[config.mk]
export PLATFORM = sky130hd
export DESIGN_NAME = mem_arbiter_flat
export DESIGN_NICKNAME = d
export VERILOG_FILES = /design/src/rtl/mem_arbiter_if.sv /design/src/rtl/mem_arbiter.sv /design/src/flat_wrapper.sv
export SDC_FILE = /design/constraint.sdc
export NUM_CORES = 1
export LEC_CHECK = 0
export ABC_AREA = 1
export CORE_ASPECT_RATIO = 1.2
export CORE_MARGIN = 3
export CORE_UTILIZATION = 47
export DETAILED_ROUTE_END_ITERATION = 10
export PLACE_DENSITY = 0.87
export SYNTH_ARGS = -nofsm -noshare
export SYNTH_HDL_FRONTEND = slang
export SYNTH_SLANG_ARGS = --single-unit
[constraint.sdc]
create_clock -name clk -period 4.2 [get_ports clk]
set_input_delay 1.26 -clock clk [delete_from_list [all_inputs] [get_ports clk]]
set_output_delay 1.26 -clock clk [all_outputs]
set_load 0.02 [all_outputs]
[src/rtl/mem_arbiter_if.sv]
// Datapath-side and memory-side signals of the unified-memory arbiter.
// slave: arbiter view; master: requester/memory-model view.
interface mem_arbiter_if #(
    parameter int unsigned ADDR_W = 16,
    parameter int unsigned DATA_W = 16
);
    logic              if_req;
    logic [ADDR_W-1:0] if_addr;
    logic [DATA_W-1:0] if_rdata;
    logic              if_valid;
    logic              d_req;
    logic              d_we;
    logic [ADDR_W-1:0] d_addr;
    logic [DATA_W-1:0] d_wdata;
    logic [DATA_W-1:0] d_rdata;
    logic              d_valid;
    logic              mem_en;
    logic              mem_we;
    logic [ADDR_W-1:0] mem_addr;
    logic [DATA_W-1:0] mem_wdata;
    logic [DATA_W-1:0] mem_rdata;

    modport slave (
        input  if_req, if_addr, d_req, d_we, d_addr, d_wdata, mem_rdata,
        output if_rdata, if_valid, d_rdata, d_valid,
               mem_en, mem_we, mem_addr, mem_wdata
    );

    modport master (
        output if_req, if_addr, d_req, d_we, d_addr, d_wdata, mem_rdata,
        input  if_rdata, if_valid, d_rdata, d_valid,
               mem_en, mem_we, mem_addr, mem_wdata
    );
endinterface

[src/rtl/mem_arbiter.sv]
// Arbitrates the single-ported unified memory between fetch (IF) and data (D)
// requesters with a fixed-latency access sequence and round-robin tie-break.
module mem_arbiter #(
    parameter int unsigned ADDR_W  = 16,
    parameter int unsigned DATA_W  = 16,
    parameter int unsigned MEM_LAT = 2
) (
    input  logic         clk,
    input  logic         rst,
    mem_arbiter_if.slave bus,
    output logic         stall_if,
    output logic         stall_pipe,
    output logic         busy,
    output logic [15:0]  conflict_cnt
);

    localparam int unsigned CNT_W  = 4;
    localparam int unsigned CC_W   = 16;
    localparam logic [CC_W-1:0] CC_MAX = '1;

    typedef enum logic [1:0] {S_IDLE, S_ISSUE, S_WAIT, S_DONE} state_t;

    state_t            r_state;
    state_t            w_state_nxt;
    logic              w_accept;
    logic              w_grant_d;
    logic              w_conflict;
    logic              w_capture;

    logic [CNT_W-1:0]  r_cnt;
    logic              r_owner_d;
    logic              r_we;
    logic              r_last_d;
    logic              r_mem_en;
    logic              r_mem_we;
    logic [ADDR_W-1:0] r_mem_addr;
    logic [DATA_W-1:0] r_mem_wdata;
    logic [DATA_W-1:0] r_if_rdata;
    logic [DATA_W-1:0] r_d_rdata;
    logic              r_if_valid;
    logic              r_d_valid;
    logic [CC_W-1:0]   r_conflict_cnt;

    // State register
    always_ff @(posedge clk or negedge rst) begin
        if (!rst) r_state <= S_IDLE;
        else      r_state <= w_state_nxt;
    end

    // Next state, grant and capture decisions; a tie goes to whoever lost last
    always_comb begin
        w_state_nxt = r_state;
        w_accept    = 1'b0;
        w_grant_d   = 1'b0;
        w_conflict  = 1'b0;
        w_capture   = 1'b0;
        case (r_state)
            S_IDLE: begin
                w_accept   = bus.if_req | bus.d_req;
                w_grant_d  = bus.d_req & (~bus.if_req | ~r_last_d);
                w_conflict = bus.if_req & bus.d_req;
                if (w_accept) w_state_nxt = S_ISSUE;
            end
            S_ISSUE: w_state_nxt = S_WAIT;
            S_WAIT: begin
                if (r_cnt == CNT_W'(1)) begin
                    w_capture   = 1'b1;
                    w_state_nxt = S_DONE;
                end
            end
            S_DONE:  w_state_nxt = S_IDLE;
            default: w_state_nxt = S_IDLE;
        endcase
    end

    // Access latch, memory strobe, read capture and completion pulses
    always_ff @(posedge clk or negedge rst) begin
        if (!rst) begin
            r_cnt          <= '0;
            r_owner_d      <= 1'b0;
            r_we           <= 1'b0;
            r_last_d       <= 1'b0;
            r_mem_en       <= 1'b0;
            r_mem_we       <= 1'b0;
            r_mem_addr     <= '0;
            r_mem_wdata    <= '0;
            r_if_rdata     <= '0;
            r_d_rdata      <= '0;
            r_if_valid     <= 1'b0;
            r_d_valid      <= 1'b0;
            r_conflict_cnt <= '0;
        end else begin
            r_mem_en    <= w_accept;
            r_mem_we    <= w_accept & w_grant_d & bus.d_we;
            r_mem_addr  <= w_accept ? (w_grant_d ? bus.d_addr : bus.if_addr) : '0;
            r_mem_wdata <= (w_accept & w_grant_d & bus.d_we) ? bus.d_wdata : '0;
            if (w_accept) begin
                r_owner_d <= w_grant_d;
                r_we      <= w_grant_d & bus.d_we;
                r_last_d  <= w_grant_d;
            end
            if (r_state == S_ISSUE)     r_cnt <= CNT_W'(MEM_LAT);
            else if (r_state == S_WAIT) r_cnt <= r_cnt - CNT_W'(1);
            if (w_capture && !r_owner_d)          r_if_rdata <= bus.mem_rdata;
            if (w_capture && r_owner_d && !r_we)  r_d_rdata  <= bus.mem_rdata;
            r_if_valid <= w_capture & ~r_owner_d;
            r_d_valid  <= w_capture & r_owner_d;
            if (w_conflict && (r_conflict_cnt != CC_MAX))
                r_conflict_cnt <= r_conflict_cnt + CC_W'(1);
        end
    end

    assign bus.mem_en    = r_mem_en;
    assign bus.mem_we    = r_mem_we;
    assign bus.mem_addr  = r_mem_addr;
    assign bus.mem_wdata = r_mem_wdata;
    assign bus.if_rdata  = r_if_rdata;
    assign bus.d_rdata   = r_d_rdata;
    assign bus.if_valid  = r_if_valid;
    assign bus.d_valid   = r_d_valid;
    assign conflict_cnt  = r_conflict_cnt;

    // Stalls drop in the same cycle as the matching valid pulse
    assign stall_if   = bus.if_req & ~r_if_valid;
    assign stall_pipe = bus.d_req & ~r_d_valid;
    assign busy       = (r_state != S_IDLE);

endmodule

[src/flat_wrapper.sv]
// flat-port wrapper written by rule: the top's interface ports become plain ports
module mem_arbiter_flat 
#(
    parameter int unsigned ADDR_W  = 16,
    parameter int unsigned DATA_W  = 16,
    parameter int unsigned MEM_LAT = 2
)
  (clk, rst, stall_if, stall_pipe, busy, conflict_cnt, bus_if_req, bus_if_addr, bus_d_req, bus_d_we, bus_d_addr, bus_d_wdata, bus_mem_rdata, bus_if_rdata, bus_if_valid, bus_d_rdata, bus_d_valid, bus_mem_en, bus_mem_we, bus_mem_addr, bus_mem_wdata);
  mem_arbiter_if #(.ADDR_W(ADDR_W), .DATA_W(DATA_W)) bus_i ();
  input  logic clk;
  input  logic rst;
  output logic stall_if;
  output logic stall_pipe;
  output logic busy;
  output logic [15:0] conflict_cnt;
  input wire logic [$bits(bus_i.if_req)-1:0] bus_if_req;
  input wire logic [$bits(bus_i.if_addr)-1:0] bus_if_addr;
  input wire logic [$bits(bus_i.d_req)-1:0] bus_d_req;
  input wire logic [$bits(bus_i.d_we)-1:0] bus_d_we;
  input wire logic [$bits(bus_i.d_addr)-1:0] bus_d_addr;
  input wire logic [$bits(bus_i.d_wdata)-1:0] bus_d_wdata;
  input wire logic [$bits(bus_i.mem_rdata)-1:0] bus_mem_rdata;
  output wire logic [$bits(bus_i.if_rdata)-1:0] bus_if_rdata;
  output wire logic [$bits(bus_i.if_valid)-1:0] bus_if_valid;
  output wire logic [$bits(bus_i.d_rdata)-1:0] bus_d_rdata;
  output wire logic [$bits(bus_i.d_valid)-1:0] bus_d_valid;
  output wire logic [$bits(bus_i.mem_en)-1:0] bus_mem_en;
  output wire logic [$bits(bus_i.mem_we)-1:0] bus_mem_we;
  output wire logic [$bits(bus_i.mem_addr)-1:0] bus_mem_addr;
  output wire logic [$bits(bus_i.mem_wdata)-1:0] bus_mem_wdata;
  assign bus_i.if_req = bus_if_req;
  assign bus_i.if_addr = bus_if_addr;
  assign bus_i.d_req = bus_d_req;
  assign bus_i.d_we = bus_d_we;
  assign bus_i.d_addr = bus_d_addr;
  assign bus_i.d_wdata = bus_d_wdata;
  assign bus_i.mem_rdata = bus_mem_rdata;
  assign bus_if_rdata = bus_i.if_rdata;
  assign bus_if_valid = bus_i.if_valid;
  assign bus_d_rdata = bus_i.d_rdata;
  assign bus_d_valid = bus_i.d_valid;
  assign bus_mem_en = bus_i.mem_en;
  assign bus_mem_we = bus_i.mem_we;
  assign bus_mem_addr = bus_i.mem_addr;
  assign bus_mem_wdata = bus_i.mem_wdata;
  mem_arbiter #(.ADDR_W(ADDR_W), .DATA_W(DATA_W), .MEM_LAT(MEM_LAT)) u_core (.clk(clk), .rst(rst), .bus(bus_i), .stall_if(stall_if), .stall_pipe(stall_pipe), .busy(busy), .conflict_cnt(conflict_cnt));
endmodule
==> flow_metrics.tcl <==
set metrics [dict create \
    status "completed" \
    ys.flop_type "dfrtp_1" \
    drt-total-wl_mm 9.89 \
    synth_top_area_share_pct 56.9 \
    antenna_found_initial 0 \
    area_growth_pct 45.3 \
    cts_tree "done" \
    synth_seq_area_share_pct 56.9 \
    grt_overflow 0 \
    relSlewSlack_pct 24.3 \
    powerDensity_nw_per_um2 559 \
    syn_area_um2 4050 \
    holdWs_ns 0.486 \
    p_leak_nw 2.77 \
    cts.sinks 92 \
    vdd_drop_max_mv 0.400 \
    hold_end "u_core.bus.d_rdata[5]" \
    die_w_um 90.7 \
    grt_pass1_wl_mm 16.8 \
    dp.cells 707 \
    setup_viol 0 \
    r2r-start "u_core.r_state[0]" \
    synth_largest_area_cell "dfrtp_1" \
    cts.reportedPaths.clkPinSlew_ns 0.09 \
    clkLatencyLatePin_ns 0.36 \
    rows 36 \
    whs_path_depth 2 \
    dpl_cell_area_um2 5660 \
    yosysWarnings 0 \
    fp.coreArea_um2 8240 \
    cts_max_level 3 \
    finish.utilization_pct 71.3 \
    hold_start "u_core.bus.d_rdata[5]" \
    grt_pass1_vias 3526 \
    worst_slack_ns 0.422 \
    synth_edf_count 0 \
    fin_tns_setup_ns 0 \
    fin_crit_ns 3.78 \
    ys_seq_elements 92 \
    avgSynthCellArea_um2 9.01 \
    fin_crit_sh_pct 90.0 \
    cp.required_ns 2.94 \
    drt_first_pass_iters 4 \
    drt_iter0_markers 138 \
    fmax_mhz 265 \
    ys_top_cells_by_count "97 x nand2_1, 92 x dfrtp_1, 72 x nor2_1" \
    m1WireLength_mm 3.90 \
    rsz0062_at_grt "false" \
    r2r_slack_ns 2.12 \
    setup.worst_path.end_class "output port" \
    postCtsSetupRepairBufs 0 \
    cts_resized 0 \
    wl_per_cell_um 13.7 \
    syn_nets 525 \
    syn_inst 449 \
    hold_violations 0 \
    drive_above_1_share_pct 10.5 \
    cts_buffer_depth 2 \
    dp_slack_ns 0.420 \
    track_usage_pct 21.4 \
    worstMarginPinSlew_ns 1.13 \
    start_util_pct 49.1 \
    ctsHoldBuffers 0 \
    dieArea_um2 9760 \
    antenna_cells 0 \
    grt_max_degree 93 \
    vias 3466 \
    cp_max_fo 3 \
    root_buffer "clkbuf_8" \
    routed-wl-met2_mm 5.11 \
    reg2reg_depth 8 \
    die_h_um 108 \
    cp.arrival_ns 2.52 \
    r2r_end "u_core.conflict_cnt[8]" \
    drv_cap 0 \
    hpwl_mm 7.14 \
    synthArstFlopShare_pct 100 \
    drtAntennaViolNets 0 \
    drv_slew 0 \
    min_path_type "reg -> reg" \
    ios 156 \
    critPathLaunchType "input pin" \
    yosys.cell_count.top_type "nand2_1" \
    wl_met3_um 741 \
    n_fill_cell 623 \
    avgViaCountPerCell 4.79 \
    path_class "in -> out" \
    fin_nets 680 \
    design_area_um2 5880 \
    synth_cell_type_count 24 \
    yosys-top-cells-area "dfrtp_1 57%, nand2_1 9.0%, nor2_1 6.7%" \
    skew_ns 0.00789 \
    numCtsBuffers 9 \
    top_layer "met4" \
    drc 0 \
    power_mw 3.29 \
    place.gp.congestion 0.846 \
    port_buffers 155 \
    stdcell_count 723 \
]
==> flip-flops by register name, indices dropped and copies added, names as in the netlist <==
signal and cells:
u_core.bus.d_rdata 16, u_core.bus.d_valid 1, u_core.bus.if_rdata 16, u_core.bus.if_valid 1, u_core.bus.mem_addr 16, u_core.bus.mem_en 1, u_core.bus.mem_wdata 16, u_core.bus.mem_we 1
u_core.conflict_cnt 16, u_core.r_cnt 4, u_core.r_owner_d 1, u_core.r_state 2, u_core.r_we 1
==> area by class of cell <==
| cell class | instances | area, um^2 | area share, % |
|---|---|---|---|
| Inverter | 59 | 221 | 3.77 |
| Sequential cell | 92 | 2300 | 39.1 |
| Clock inverter | 4 | 55.1 | 0.936 |
| Tap cell | 114 | 143 | 2.43 |
| Timing Repair Buffer | 157 | 1560 | 26.6 |
| Multi-Input combinational cell | 285 | 1430 | 24.3 |
| Clock buffer | 12 | 165 | 2.81 |
==> critical path: stages <==
cell and delay (ns):
clkdlybuf4s50_1 0.49, inv_1 0.08, nor2_1 0.08, clkdlybuf4s50_1 0.60
==> how the worst max path moves through the flow <==
stage / startpoint / endpoint / slack [ns] / cells after the start
final: bus_d_req / stall_pipe / 0.42 / 4
after global placement: bus_d_req / stall_pipe / 0.45 / 4
after detailed placement: bus_if_req / stall_if / 0.42 / 4
after global routing: bus_d_req / stall_pipe / 0.35 / 4
after floorplan: bus_d_req / stall_pipe / 1.35 / 2
after CTS: bus_d_req / stall_pipe / 0.42 / 4
==> layout by cell type, fill, tap and decap left out, types with 2 or more instances in the layout <==
cell | netlist | layout
buf_4 | 0 | 3
clkbuf_8 | 0 | 12
clkdlybuf4s50_1 | 0 | 154
dfrtp_1 | 92 | 92
ha_1 | 7 | 7
inv_1 | 55 | 55
inv_2 | 4 | 4
nand2_1 | 97 | 97
nand2_2 | 18 | 18
nand3_1 | 8 | 8
nand3b_1 | 2 | 2
nand4_1 | 4 | 4
nor2_1 | 72 | 72
nor2_4 | 4 | 4
o21ai_0 | 23 | 23
o21ai_1 | 21 | 21
o21ai_2 | 16 | 16
xnor2_1 | 7 | 7
==> where the power goes <==
group / leakage (nW) / internal, mW / total, mW / switching, mW
Combinational: 1.53 / 0.621 / 1.37 / 0.744
Sequential: 1.13 / 1.13 / 1.29 / 0.154
Clock: 0.109 / 0.327 / 0.638 / 0.310
==> routing by layer <==
metal | GRT usage (%) | up-vias
met5 | 0 | -
met4 | 7.66 | 0
met3 | 7.06 | 14
met2 | 37.1 | 128
met1 | 24.7 | 1634
li1 | - | 1690
==> logic make-up (layout without fill, tap and decap cells) <==
kind of cell	Yosys count	count (layout)	synth area share (%)
AO/OA/AOI/OAI	63	63	9.40
adder cells (fa/ha/maj)	7	7	2.16
flip-flops	92	92	56.9
XOR/XNOR	7	7	1.52
AND/OR/NAND/NOR	208	208	22.3
buffers and inverters	72	232	7.76
(Power assumes the default switching activity.)
